[src/rtl/vic_pkg.sv]
// Shared constants for the vectored interrupt controller.
package vic_pkg;

  localparam int unsigned WORD_W = 12;

  localparam logic [WORD_W-1:0] NO_INTERRUPT = 12'o7777;
  localparam logic [WORD_W-1:0] ALL_SEL      = 12'o7777;

  localparam logic [2:0] CMD_ACK     = 3'd0;
  localparam logic [2:0] CMD_EOI     = 3'd1;
  localparam logic [2:0] CMD_DISMISS = 3'd2;
  localparam logic [2:0] CMD_CREATE  = 3'd3;
  localparam logic [2:0] CMD_MASK    = 3'd4;
  localparam logic [2:0] CMD_UNMASK  = 3'd5;

endpackage

[src/rtl/irq_line_sync.sv]
// Per-line synchroniser with registered level and rising-edge detect.
module irq_line_sync #(
  parameter int unsigned SYNC_STAGES = 2
) (
  input  logic clk,
  input  logic rst_n,
  input  logic irq,
  output logic level,
  output logic rise
);

  logic [SYNC_STAGES-1:0] chain;
  logic                   prev;

  // Shift the asynchronous line through the synchroniser, keep last level for edge detect
  always_ff @(posedge clk or negedge rst_n) begin
    if (!rst_n) begin
      chain <= '0;
      prev  <= 1'b0;
    end else begin
      chain <= {chain[SYNC_STAGES-2:0], irq};
      prev  <= chain[SYNC_STAGES-1];
    end
  end

  assign level = chain[SYNC_STAGES-1];
  assign rise  = chain[SYNC_STAGES-1] & ~prev;

endmodule

[src/rtl/vectored_interrupt_controller.sv]
// Vectored interrupt controller: masked, nested hardware lines plus a
// software-vector FIFO, presented to the CPU through a registered vector.
module vectored_interrupt_controller
  import vic_pkg::*;
#(
  parameter int unsigned      LINES       = 24,
  parameter int unsigned      SYNC_STAGES = 2,
  parameter logic [LINES-1:0] LEVEL_MASK  = {LINES{1'b0}},
  parameter logic [LINES-1:0] RESET_MASK  = {LINES{1'b1}},
  parameter int unsigned      SW_DEPTH    = 4
) (
  input  logic              clk,
  input  logic              rst_n,
  input  logic [LINES-1:0]  irq,
  input  logic              cmd_valid,
  input  logic [2:0]        cmd_op,
  input  logic [WORD_W-1:0] data_in,
  output logic [WORD_W-1:0] next_interrupt,
  output logic              irq_req,
  output logic              sw_full,
  output logic              sw_overflow
);

  localparam int unsigned PTR_W = $clog2(SW_DEPTH) + 1;
  localparam int unsigned IDX_W = PTR_W - 1;

  logic [LINES-1:0]  line_level, line_rise;
  logic [LINES-1:0]  pending, pending_n;
  logic [LINES-1:0]  mask, mask_n;
  logic [LINES-1:0]  in_service, in_service_n;
  logic              sw_in_service, sw_in_service_n;
  logic              overflow_n;
  logic [PTR_W-1:0]  wr_ptr, wr_ptr_n, rd_ptr, rd_ptr_n;
  logic [WORD_W-1:0] fifo_mem [SW_DEPTH];
  logic [WORD_W-1:0] fifo_head;
  logic              fifo_empty, push;

  logic              is_all, is_sw;
  logic              op_eoi, op_dismiss, op_create, op_mask, op_unmask;
  logic              do_ack, ack_hw, ack_sw;
  logic [LINES-1:0]  sel_line, ack_line, edge_clr;
  logic [LINES-1:0]  eligible;
  logic [WORD_W-1:0] next_vec;

  for (genvar g = 0; g < LINES; g++) begin : g_sync
    irq_line_sync #(.SYNC_STAGES(SYNC_STAGES)) u_sync (
      .clk   (clk),
      .rst_n (rst_n),
      .irq   (irq[g]),
      .level (line_level[g]),
      .rise  (line_rise[g])
    );
  end

  assign fifo_empty = (wr_ptr == rd_ptr);
  assign sw_full    = (wr_ptr[PTR_W-1] != rd_ptr[PTR_W-1]) &&
                      (wr_ptr[IDX_W-1:0] == rd_ptr[IDX_W-1:0]);
  assign fifo_head  = fifo_mem[rd_ptr[IDX_W-1:0]];

  // Decode the command and the line it selects; ACK acts on the presented vector
  always_comb begin
    is_all     = (data_in == ALL_SEL);
    is_sw      = (data_in >= WORD_W'(LINES)) && !is_all;
    op_eoi     = cmd_valid && (cmd_op == CMD_EOI);
    op_dismiss = cmd_valid && (cmd_op == CMD_DISMISS);
    op_create  = cmd_valid && (cmd_op == CMD_CREATE);
    op_mask    = cmd_valid && (cmd_op == CMD_MASK);
    op_unmask  = cmd_valid && (cmd_op == CMD_UNMASK);
    do_ack     = cmd_valid && (cmd_op == CMD_ACK) && irq_req;
    ack_hw     = do_ack && (next_interrupt < WORD_W'(LINES));
    ack_sw     = do_ack && !ack_hw;
    sel_line   = '0;
    ack_line   = '0;
    for (int unsigned i = 0; i < LINES; i++) begin
      sel_line[i] = is_all || (data_in == WORD_W'(i));
      ack_line[i] = ack_hw && (next_interrupt == WORD_W'(i));
    end
  end

  // Next state of pending, mask, in-service and the software FIFO pointers
  always_comb begin
    edge_clr = ack_line | (op_dismiss ? sel_line : '0);
    for (int unsigned i = 0; i < LINES; i++) begin
      // An arrival in the same cycle as a clear wins
      pending_n[i] = LEVEL_MASK[i] ? line_level[i]
                                   : ((pending[i] & ~edge_clr[i]) | line_rise[i]);
    end

    mask_n = mask;
    if (op_mask)   mask_n = mask & ~sel_line;
    if (op_unmask) mask_n = mask | sel_line;

    in_service_n = in_service | ack_line;
    if (op_eoi) in_service_n = in_service_n & ~sel_line;

    sw_in_service_n = sw_in_service;
    if (ack_sw) sw_in_service_n = 1'b1;
    if (op_eoi && (is_sw || is_all)) sw_in_service_n = 1'b0;

    push       = op_create && is_sw && !sw_full;
    overflow_n = sw_overflow || (op_create && is_sw && sw_full);
    wr_ptr_n   = wr_ptr + PTR_W'(push);
    rd_ptr_n   = rd_ptr + PTR_W'(ack_sw);
    if (op_dismiss && is_all) begin
      rd_ptr_n   = wr_ptr;
      overflow_n = 1'b0;
    end
  end

  // Nested eligibility: only lines below the lowest in-service line compete; lowest index wins
  always_comb begin
    logic seen;
    logic found;
    seen     = 1'b0;
    found    = 1'b0;
    eligible = '0;
    next_vec = NO_INTERRUPT;
    for (int unsigned i = 0; i < LINES; i++) begin
      seen        = seen | in_service[i];
      eligible[i] = pending[i] & mask[i] & ~seen;
      if (eligible[i] && !found) begin
        found    = 1'b1;
        next_vec = WORD_W'(i);
      end
    end
    if (!found && !fifo_empty && (in_service == '0) && !sw_in_service)
      next_vec = fifo_head;
  end

  // Controller state and registered presentation to the CPU
  always_ff @(posedge clk or negedge rst_n) begin
    if (!rst_n) begin
      pending        <= '0;
      mask           <= RESET_MASK;
      in_service     <= '0;
      sw_in_service  <= 1'b0;
      wr_ptr         <= '0;
      rd_ptr         <= '0;
      sw_overflow    <= 1'b0;
      next_interrupt <= NO_INTERRUPT;
      irq_req        <= 1'b0;
    end else begin
      pending        <= pending_n;
      mask           <= mask_n;
      in_service     <= in_service_n;
      sw_in_service  <= sw_in_service_n;
      wr_ptr         <= wr_ptr_n;
      rd_ptr         <= rd_ptr_n;
      sw_overflow    <= overflow_n;
      next_interrupt <= next_vec;
      irq_req        <= (next_vec != NO_INTERRUPT);
    end
  end

  // Software FIFO storage; contents are don't-care while empty
  always_ff @(posedge clk) begin
    if (push) fifo_mem[wr_ptr[IDX_W-1:0]] <= data_in;
  end

endmodule

[config.mk]
export PLATFORM = sky130hd
export DESIGN_NAME = vectored_interrupt_controller
export DESIGN_NICKNAME = d
export VERILOG_FILES = /design/src/rtl/vic_pkg.sv /design/src/rtl/irq_line_sync.sv /design/src/rtl/vectored_interrupt_controller.sv
export SDC_FILE = /design/constraint.sdc
export NUM_CORES = 1
export LEC_CHECK = 0
export BUFFER_PORTS_ARGS = -buffer_cell sky130_fd_sc_hd__buf_2
export CORE_ASPECT_RATIO = 2
export CORE_UTILIZATION = 33
export CTS_CLUSTER_DIAMETER = 150
export DETAILED_ROUTE_END_ITERATION = 8
export SYNTH_ARGS = -nofsm -noshare
export SYNTH_HDL_FRONTEND = slang
export SYNTH_SLANG_ARGS = --single-unit
[constraint.sdc]
create_clock -name clk -period 3.4 [get_ports clk]
set_input_delay 0.68 -clock clk [delete_from_list [all_inputs] [get_ports clk]]
set_output_delay 0.68 -clock clk [all_outputs]
set_load 0.02 [all_outputs]
Yosys cells after proc, flatten, opt, wreduce, memory -nomap -nowiden

Memory sizes are Yosys's and may differ from the RTL's.
Cells that the tools add are included.

Add/subtract/negate cells: 2
$mul: 0
Div/mod/pow operators: 0
Magnitude comparators: 2
Equality and inequality tests: 56
Shift operators: 0
Muxes and demuxes: 59
Bitwise operators: 221
Reductions and logical operators: 127

Operators with widths:

| kind                                                                          | count |
|---|---|
| 12-bit 2-to-1 mux                                                             | 25 |
| 12-bit by 4-bit == test with 1-bit output, second input constant              | 16 |
| 12-bit by 5-bit == test with 1-bit output, second input constant              | 16 |
| 1-bit bitwise AND                                                             | 96 |
| 12-bit by 3-bit == test with 1-bit output, second input constant              | 8 |
| 24-bit 2-to-1 mux                                                             | 4 |
| 1-bit NOT                                                                     | 72 |
| 24-bit bitwise OR                                                             | 3 |
| 1-bit logical AND                                                             | 66 |
| 24-bit bitwise AND                                                            | 2 |
| 12-bit by 2-bit == test with 1-bit output, second input constant              | 4 |
| 1-bit bitwise OR                                                              | 47 |
| 1-bit zero test                                                               | 29 |
| 1-bit 2-to-1 mux                                                              | 29 |
| 1-bit logical OR                                                              | 26 |
| 12-bit by 1-bit == test with 1-bit output, second input constant              | 2 |
| 12-bit zero test                                                              | 2 |
| 24-bit zero test                                                              | 1 |
| 24-bit NOT                                                                    | 1 |
| 12-bit == test, second input constant                                         | 1 |
| 12-bit by 5-bit >= comparator with 1-bit output, second input constant        | 1 |
| 12-bit by 5-bit less-than comparator with 1-bit output, second input constant | 1 |
| 12-bit != test, second input constant                                         | 1 |
| 3-bit by 1-bit adder with 3-bit output                                        | 2 |
| 9 further kinds                                                               | 12 |

Register bits: 165
Bits in latches: 0
Bits in writable memories: 48
Memory bits (read-only): 0
Input bits: 42
Output and inout bits: 15
Word-level logic and storage cells: 525
Memories: 1

Memories:

| memory   | depth | width | read ports | clocked after memory_dff | wr ports | RTL line                            | text |
|---|---|---|---|---|---|---|---|
| fifo_mem | 4     | 12    | 1          | 0                        | 1        | vectored_interrupt_controller.sv:34 | `logic [WORD_W-1:0] fifo_mem [SW_DEPTH];` |

Logic depth before layout (Yosys ltp)

Gate-level depths: netlist (run 1).

Depth after elaboration: 78
Depth in mapped cells: 9
Depth with buffers taken out: 8

Hierarchy

Synthesis (run 1) repeated with hierarchy kept, for this count alone.

Cell total of the unflattened synthesis: 669
Area total of the unflattened synthesis: 8,832.2 um^2

Modules (own cells, without submodules):

| module                        | times used | cells an instance | area each (um^2) |
|---|---|---|---|
| vectored_interrupt_controller | 1          | 573               | 6,700.2 |
| irq_line_sync                 | 24         | 4                 | 88.8 |

Worst setup path after synthesis (run 1)

No wires, ideal clock.

Kind: input port to flip-flop
Start: input port data_in[1]
End: memory fifo_mem[2][0], enable pin
Setup time: 417 ps
Arrival time: 2,692 ps
Data required time: 2,983 ps
Path slack: 291 ps
Stages on the path: 5
Buffers on the path: 1
Path through: nand2_1 > or4_1 > clkbuf_1 > nand3_1 > nor4b_1

Longest elaborated chain between the ends: 7

Ends and longest elaborated chain:

| what                                                                                    | RTL line                             | text |
|---|---|---|
| from (decl)                                                                             | vectored_interrupt_controller.sv:17  | `input logic [WORD_W-1:0] data_in,` |
| branches (longest 2 deep; another with 12-bit by 5-bit >= comparator with 1-bit output) | -                                    |  |
| 1-bit logical AND *                                                                     | vectored_interrupt_controller.sv:63  | `is_sw = (data_in >= WORD_W'(LINES)) && !is_all;` |
| 1-bit logical AND * (2 in series)                                                       | vectored_interrupt_controller.sv:100 | `push = op_create && is_sw && !sw_full;` |
| 1-bit 2-to-1 mux *                                                                      | vectored_interrupt_controller.sv:157 | `if (push) fifo_mem[wr_ptr[IDX_W-1:0]] <= data_in;` |
| 1-bit 2-to-1 mux (implied by the code) *                                                | vectored_interrupt_controller.sv:157 |  |
| to (decl)                                                                               | vectored_interrupt_controller.sv:34  |  |

Mark *: on every way between the ends.

Final worst setup path (run 1)

Start: register wr_ptr[1]
End: output port sw_full

Longest elaborated chain between the ends: 2

Ends and longest elaborated chain:

| what                   | RTL line                             | text |
|---|---|---|
| from (decl)            | vectored_interrupt_controller.sv:33  | `logic [PTR_W-1:0] wr_ptr, wr_ptr_n, rd_ptr, rd_ptr_n;` |
| from (signal assigned) | vectored_interrupt_controller.sv:147 | `wr_ptr <= wr_ptr_n;` |
| 2-bit == test          | vectored_interrupt_controller.sv:57  | `(wr_ptr[IDX_W-1:0] == rd_ptr[IDX_W-1:0]);` |
| 1-bit logical AND      | vectored_interrupt_controller.sv:56  | `assign sw_full = (wr_ptr[PTR_W-1] != rd_ptr[PTR_W-1]) &&` |
| to (decl)              | vectored_interrupt_controller.sv:20  | `output logic sw_full,` |

No other way between the ends.

==> key figures, run 1 <==
CTS
  – Post-CTS sizing: 0
  – Clock tree root buffer cell: clkbuf_16
  – Clk_lat worst skew: 0.51 ns
  – H-Tree Depth: 1
  – TritonCTS Buffers: 20
  – CTS tree: done
  – Max Root-Sink Buffers: 3
  – Setup Fix Bufs, Post-CTS: 0
  – Total clock sinks: 213
  – Clk slew on worst S/H paths: 0.07 ns
  – Post-CTS Hold Buffers: 0

Timing
  – F_max: 374 MHz
  – Slew at the pin closest to its max-slew limit: 1.14 ns
  – Layout Skew: 0.0150 ns
  – Min Tclk post-route: 2.68 ns
  – Final TNS setup: 0 ns
  – RSZ-0062 raised after global routing: no
  – Setup violators final: 0
  – Max-slew violation total from the final report: 0
  – Worst slew margin: 0.237
  – Final period util: 0.787
  – Hold_ws: 0.151 ns
  – Final Hold Vio Count: 0

Power
  – Largest vdd supply drop: 0.328 mV
  – PwrDens: 641 nW/µm²
  – Leak Pwr: 4.06 nW

Synth
  – Yosys warning total: 0
  – Post-synthesis sequential area ratio: 0.652
  – Mapped Nets: 701
  – Number of enable flip-flop cells after synthesis: 48
  – Avg Synthesized Cell Area: 13.2 µm²
  – Area of the mapped netlist: 8610 µm²
  – Top FF cell, synth: dfrtp_1
  – Mapped Cells: 655
  – Top cells by area, synth: dfrtp_1 (37%), edfxtp_1 (17%), dfstp_2 (11%)
  – Synth area leader: dfrtp_1
  – Netlist cell types: 76
  – Asr flop ratio synth: 0.775
  – Yosys top cell area share: 0.375
  – Register bit total from synthesis: 213

Outcome
  – Status: finished clean

Worst setup path
  – CP Launch Type: flip-flop
  – CP Class: flip-flop to primary output
  – CP Data Required Time: 2.72 ns
  – Critical R2R Launch: in_service[0]$_DFF_PN0_
  – Worst Path Arrival: 2.00 ns
  – CP max FO: 7
  – Reg2reg end: irq_req$_DFF_PN0_
  – Worst setup EP type: primary output
  – Worst R2R Setup Slack: 0.93 ns
  – Worst Reg-to-Reg Cells: 7

Cells and area
  – Layout cells sized above 1: 0.279
  – Fin cells: 1,090
  – Filler cells: 2,480
  – Final #Nets: 782
  – Fin util: 0.396
  – Synthesis-to-layout area growth: 17.9%

Route
  – Initial DRC count: 271
  – Antenna Nets Post-Route: 0
  – DR vias: 5,511
  – Avg WL per Cell: 19.0 µm
  – Vias per Instance: 5.06
  – DR DRC count: 0
  – Final wirelength: 20,700 µm
  – First-pass iteration count of the detailed router: 4

Placement
  – Port Buf Inserts: 56
  – Inst Count DP: 1,054
  – GP Congestion: 0.835
  – DP HPWL: 15,100 µm

Hold path
  – Hold Path Class: input port to async pin

Global route
  – Vias in the first global route: 5,986
  – Largest net degree at the start of global routing: 62
  – Total GRT Usage: 0.164
  – Initial antenna violation count: 1
  – First-pass GRT wire length: 32,600 µm
  – Grt total ovfl: 0

Floorplanning
  – Die Y: 230 µm
  – Initial core utilization: 0.336
  – FP Rows: 83
  – I/O Pins: 57
  – Core area: 25,700 µm²
  – Die Wd: 116 µm
  – Die area: 26,800 µm²

Run
  – Maxcap violations: 0
-- cells in the mapped netlist, types with 12 or more instances --
cell and number:
clkbuf_1 14, dfstp_2 36, inv_1 27, nand2_1 49, o22a_1 15, mux2_2 25
nor2_1 54, mux4_2 12, o21ai_0 29, a21oi_1 35, nand3_1 12, edfxtp_1 48
dfrtp_1 129
-- report_power, final --
part,total [mW],switching (mW),internal (mW),leakage (nW)
Combinational,1.12,0.661,0.456,1.41
Clock,2.42,0.959,1.46,0.346
Sequential,2.98,0.148,2.83,2.30
Total,6.51,1.77,4.74,4.06
-- stage by stage --
| step | cell area (µm²) | power, mW | setup WS (ns) |
|---|---|---|---|
| after global routing | 10200 | 6.77 | 0.551 |
| after detailed placement | 9440 | 4.16 | 0.391 |
| after floorplan | 8610 | 3.72 | 0.291 |
| after global placement | 9440 | 4.15 | 0.439 |
| final | 10200 | 6.51 | 0.724 |
| after CTS | 10200 | 6.59 | 0.681 |
-- cell families after synthesis --
family / after synthesis / synth area share
fa+ha+maj: 4 / 0.00581
buf+inv: 47 / 0.0219
mux: 38 / 0.0654
compound gates: 147 / 0.121
xor+xnor: 5 / 0.00508
simple gates: 201 / 0.129
flops: 213 / 0.652
-- final cells by class --
type | instances | area [µm²] | share of cell area
antenna | 1 | 2.50 | 0.000246
clock buffer | 23 | 543 | 0.0535
clock inverter | 12 | 173 | 0.0170
inverter | 27 | 101 | 0.00998
multi-input combinational | 395 | 2820 | 0.278
sequential | 213 | 5620 | 0.553
tap | 340 | 425 | 0.0419
timing repair buffer | 79 | 472 | 0.0465
-- placed cells by master (no fill, tap or decap), drive strengths merged, types with 9 or more instances in the layout --
cell,count
clkbuf,23
edfxtp,48
dfrtp,129
dfstp,36
nand3b,9
nand3,13
buf,79
mux2,26
nand4,9
nor2,55
a21oi,36
o221ai,9
mux4,12
inv,27
nand2,49
o22a,15
o21ai,32
-- per-layer routing --
metal  routed length, µm  vias to the layer above  part of all wire  GRT usage
met5                   0                        -                 0          0
met4                1240                        0             0.060      0.107
met3                 613                       57             0.030     0.0181
met2               11300                      127              0.55      0.299
met1                7480                     2760              0.36      0.172
li1                    -                     2567                 -          -
-- worst max-delay path, cell delays in order (launching register included) --
cell     delay, ns
dfrtp_1       0.47
xnor2_1       0.32
nand2_1       0.09
nor2_1        0.36
buf_2         0.25
-- how the worst max path moves through the flow --
stage                        start                        to  depth (start not counted)
2_1_floorplan           data_in[1]  fifo_mem[2][0]$_DFFE_PP_                          5
3_5_place_dp            data_in[1]  fifo_mem[1][8]$_DFFE_PP_                          7
5_1_grt        wr_ptr[1]$_DFF_PN0_                   sw_full                          4
3_3_place_gp            data_in[5]  fifo_mem[1][8]$_DFFE_PP_                          8
4_1_cts        wr_ptr[0]$_DFF_PN0_                   sw_full                          4
6_report       wr_ptr[1]$_DFF_PN0_                   sw_full                          4
Note: power is estimated with default switching activity, not from simulation.
==> run 2, diff against run 1 <==
ABC_AREA = 1   (was default)
clock period = 2.4 ns   (was 3.4 ns; I/O delays follow)
==> run 2 against run 1 <==
Compared with the run above: critical path type is now flip-flop to flip-flop; area after synthesis grew 2.2%; worst hold slack worse by 0.075 ns; core utilization grew 2.9 points; global-route usage grew 1.9 points; largest cell class unchanged; the flow now finishes with violations (negative setup slack); sequential share of layout area decreased by 5.0 points.
==> key figures, run 2 <==
Outcome
  – Status: finished with violations
  – Violated checks: negative setup slack

CTS
  – Clock tree root buffer cell: clkbuf_16
  – H-Tree Depth: 1
  – Clk slew on worst S/H paths: 0.07 ns
  – CTS tree: done
  – TritonCTS Buffers: 20
  – Clk_lat worst skew: 0.50 ns
  – Total clock sinks: 213
  – Max Root-Sink Buffers: 3

Route
  – Antenna Nets Post-Route: 0
  – First-pass iteration count of the detailed router: 4
  – Final wirelength: 24,100 µm
  – Initial DRC count: 432
  – DR DRC count: 0
  – Vias per Instance: 4.86
  – DR vias: 6,790
  – Avg WL per Cell: 17.3 µm

Floorplanning
  – FP Rows: 84
  – Core area: 26,300 µm²
  – Die Wd: 117 µm
  – Die Y: 233 µm
  – Die area: 27,400 µm²
  – I/O Pins: 57
  – Initial core utilization: 0.335

Cells and area
  – Commonest non-fill, non-tap cell in the layout: nand2_1
  – Layout cells sized above 1: 0.273
  – Final #Nets: 1,085
  – Highest-count cells in the layout ignoring fill and taps: nand2_1 (130), dfrtp_1 (129), inv_1 (110), buf_4 (100), nor2_1 (90)
  – Synthesis-to-layout area growth: 27.0%
  – Filler cells: 2,558
  – Cell area after layout: 11,200 µm²

Timing
  – Final period util: 1.11
  – Layout Skew: 0.00741 ns
  – Worst slew margin: 0.614
  – Min Tclk post-route: 2.67 ns
  – Slew at the pin closest to its max-slew limit: 0.574 ns
  – F_max: 375 MHz
  – PnR worst setup slack: -0.267 ns
  – Max-slew violation total from the final report: 0
  – Setup violators final: 10
  – Final Hold Vio Count: 0
  – RSZ-0062 raised after global routing: yes

Synth
  – Number of enable flip-flop cells after synthesis: 48
  – Post-synthesis sequential area ratio: 0.638
  – Avg Synthesized Cell Area: 10.1 µm²
  – Top FF cell, synth: dfrtp_1
  – Yosys top cell area share: 0.367
  – Mapped Cells: 873
  – Synth area leader: dfrtp_1
  – Area of the mapped netlist: 8800 µm²
  – Top cells by area, synth: dfrtp_1 (37%), edfxtp_1 (16%), dfstp_2 (11%)
  – Mapped Nets: 919
  – Commonest cells in the synthesized netlist: nand2_1 (134), dfrtp_1 (129), inv_1 (114)
  – Yosys warning total: 0
  – Netlist cell types: 43
  – Top-count cell post-synth: nand2_1
  – Asr flop ratio synth: 0.775
  – Register bit total from synthesis: 213

Global route
  – Vias in the first global route: 7,229
  – First-pass GRT wire length: 38,200 µm
  – Grt total ovfl: 0
  – Total GRT Usage: 0.183
  – Initial antenna violation count: 1
  – Largest net degree at the start of global routing: 61

Placement
  – GP Congestion: 0.895
  – Placed inst area: 10,300 µm²
  – DP HPWL: 18,100 µm
  – Port Buf Inserts: 56

Worst setup path
  – CP Cell Sequence: nor2_4, nand2_4, nor2_4, nand2_2, nor2_4, inv_2, nor2_4, nand3_2, nand4_4, nor2_4, buf_6, and3_4, buf_6, a21oi_2, nand4_1, nor2_2, nand2_1, nor2_1, nand2_1
  – CP Class: flip-flop to flip-flop
  – Most used cell, CP: nor2_4
  – CP max FO: 4
  – Worst setup EP type: flip-flop
  – Worst Path Arrival: 3.06 ns
  – CP Launch Type: flip-flop
  – CP peak stage delay: 0.42 ns
  – Critical-path top delay cell: dfrtp_1
  – CP Data Required Time: 2.80 ns

Power
  – Clk pwr share: 0.408
  – Leak Pwr: 4.89 nW
  – Gate power share: 0.086
  – Sw frac: 0.245
  – Net Sw Power: 1.90 mW
  – Internal: 5.85 mW
  – Flop pwr share: 0.507
  – PwrDens: 693 nW/µm²
  – Tot Pwr: 7.75 mW
  – Largest vdd supply drop: 0.346 mV

Run
  – Maxcap violations: 0

Hold path
  – Hold Path Class: input port to flip-flop
## run 2: cell count changes after synthesis, moves of 17 or more
cell     before  now
nand2_1      49  134
inv_1        27  114
mux2_2       25    0
nand3_1      12   29
nor2_1       54   96
o21ai_0      29   65
## run 2: cells by family (layout without fill, tap and decap cells)
logic type	count (synthesis)	count (layout)	share of synthesized area
flops	213	213	0.638
other cells	0	1	0
simple gates	358	358	0.191
xor+xnor	3	3	0.00299
fa+ha+maj	4	4	0.00569
compound gates	158	158	0.104
buf+inv	137	317	0.0584
## run 2: worst paths after layout
path,from,end,slack (ns),cells past startpoint
max,in_service[0]$_DFF_PN0_,irq_req$_DFF_PN0_,-0.27,19
max in group asynchronous,rst_n,async pin,1.27,3
max reg2reg,in_service[0]$_DFF_PN0_,irq_req$_DFF_PN0_,-0.27,19
min in group asynchronous,rst_n,g_sync[20].u_sync.prev$_DFF_PN0_,0.43,2
min,irq[19],g_sync[19].u_sync.chain[0]$_DFF_PN0_,0.08,1
min reg2reg,g_sync[20].u_sync.chain[0]$_DFF_PN0_,g_sync[20].u_sync.chain[1]$_DFF_PN0_,0.35,0
## run 2: final cells by class
class,instances,area (µm²),share of cell area
Sequential cell,213,5620,0.503
Clock inverter,7,72.6,0.00649
Multi-Input combinational cell,523,2850,0.255
Inverter,116,435,0.0390
Antenna cell,1,2.50,0.000224
Timing Repair Buffer,165,1190,0.106
Tap cell,344,430,0.0385
Clock buffer,29,577,0.0516
## run 2: power by group through the flow
stage          Sequential [mW]  Combinational (mW)  Clock [mW]
2_1_floorplan             3.99               0.308           0
3_3_place_gp              3.99               0.657           0
3_5_place_dp              3.99               0.668           0
4_1_cts                   3.93               0.678        3.26
5_1_grt                   3.94               0.744        3.38
6_report                  3.93               0.665        3.16
## run 2: through the flow
| stage | TNS (ns) | util | instances | worst slack [ns] | hold WS [ns] |
|---|---|---|---|---|---|
| 2_1_floorplan | -11.67 | - | 873 | -0.243 | 0.184 |
| 3_3_place_gp | -1.45 | 0.391 | 1351 | -0.304 | 0.333 |
| 3_5_place_dp | -2.37 | 0.391 | 1351 | -0.388 | 0.336 |
| 4_1_cts | -2.01 | 0.420 | 1394 | -0.259 | 0.0567 |
| 5_1_grt | -3.67 | 0.425 | 1398 | -0.442 | 0.0599 |
| 6_report | -1.20 | 0.425 | 1398 | -0.267 | 0.0762 |
## run 2: routing by layer
layer / track usage / vias up / routed length [µm]
met3: 0.0196 / 80 / 650
met5: 0 / - / 0
met1: 0.174 / 3269 / 8340
met4: 0.131 / 0 / 1630
met2: 0.359 / 153 / 13500
li1: - / 3288 / -
## run 2: repair_timing
item / in CTS / in global routing
buffers inserted: 6 / 3
resized for setup: 16 / 26
endpoints found under the setup margin: 13 / 13
hold buffers: 1 / 0
hold endpoints to repair: 25 / 0
pin swaps: 11 / 28
## run 2: critical path, delay by kind of cell, from the launching register on
family	cells	cell delay, ns
buf+inv	3	0.30
flops	1	0.42
compound gates	1	0.12
simple gates	15	1.72
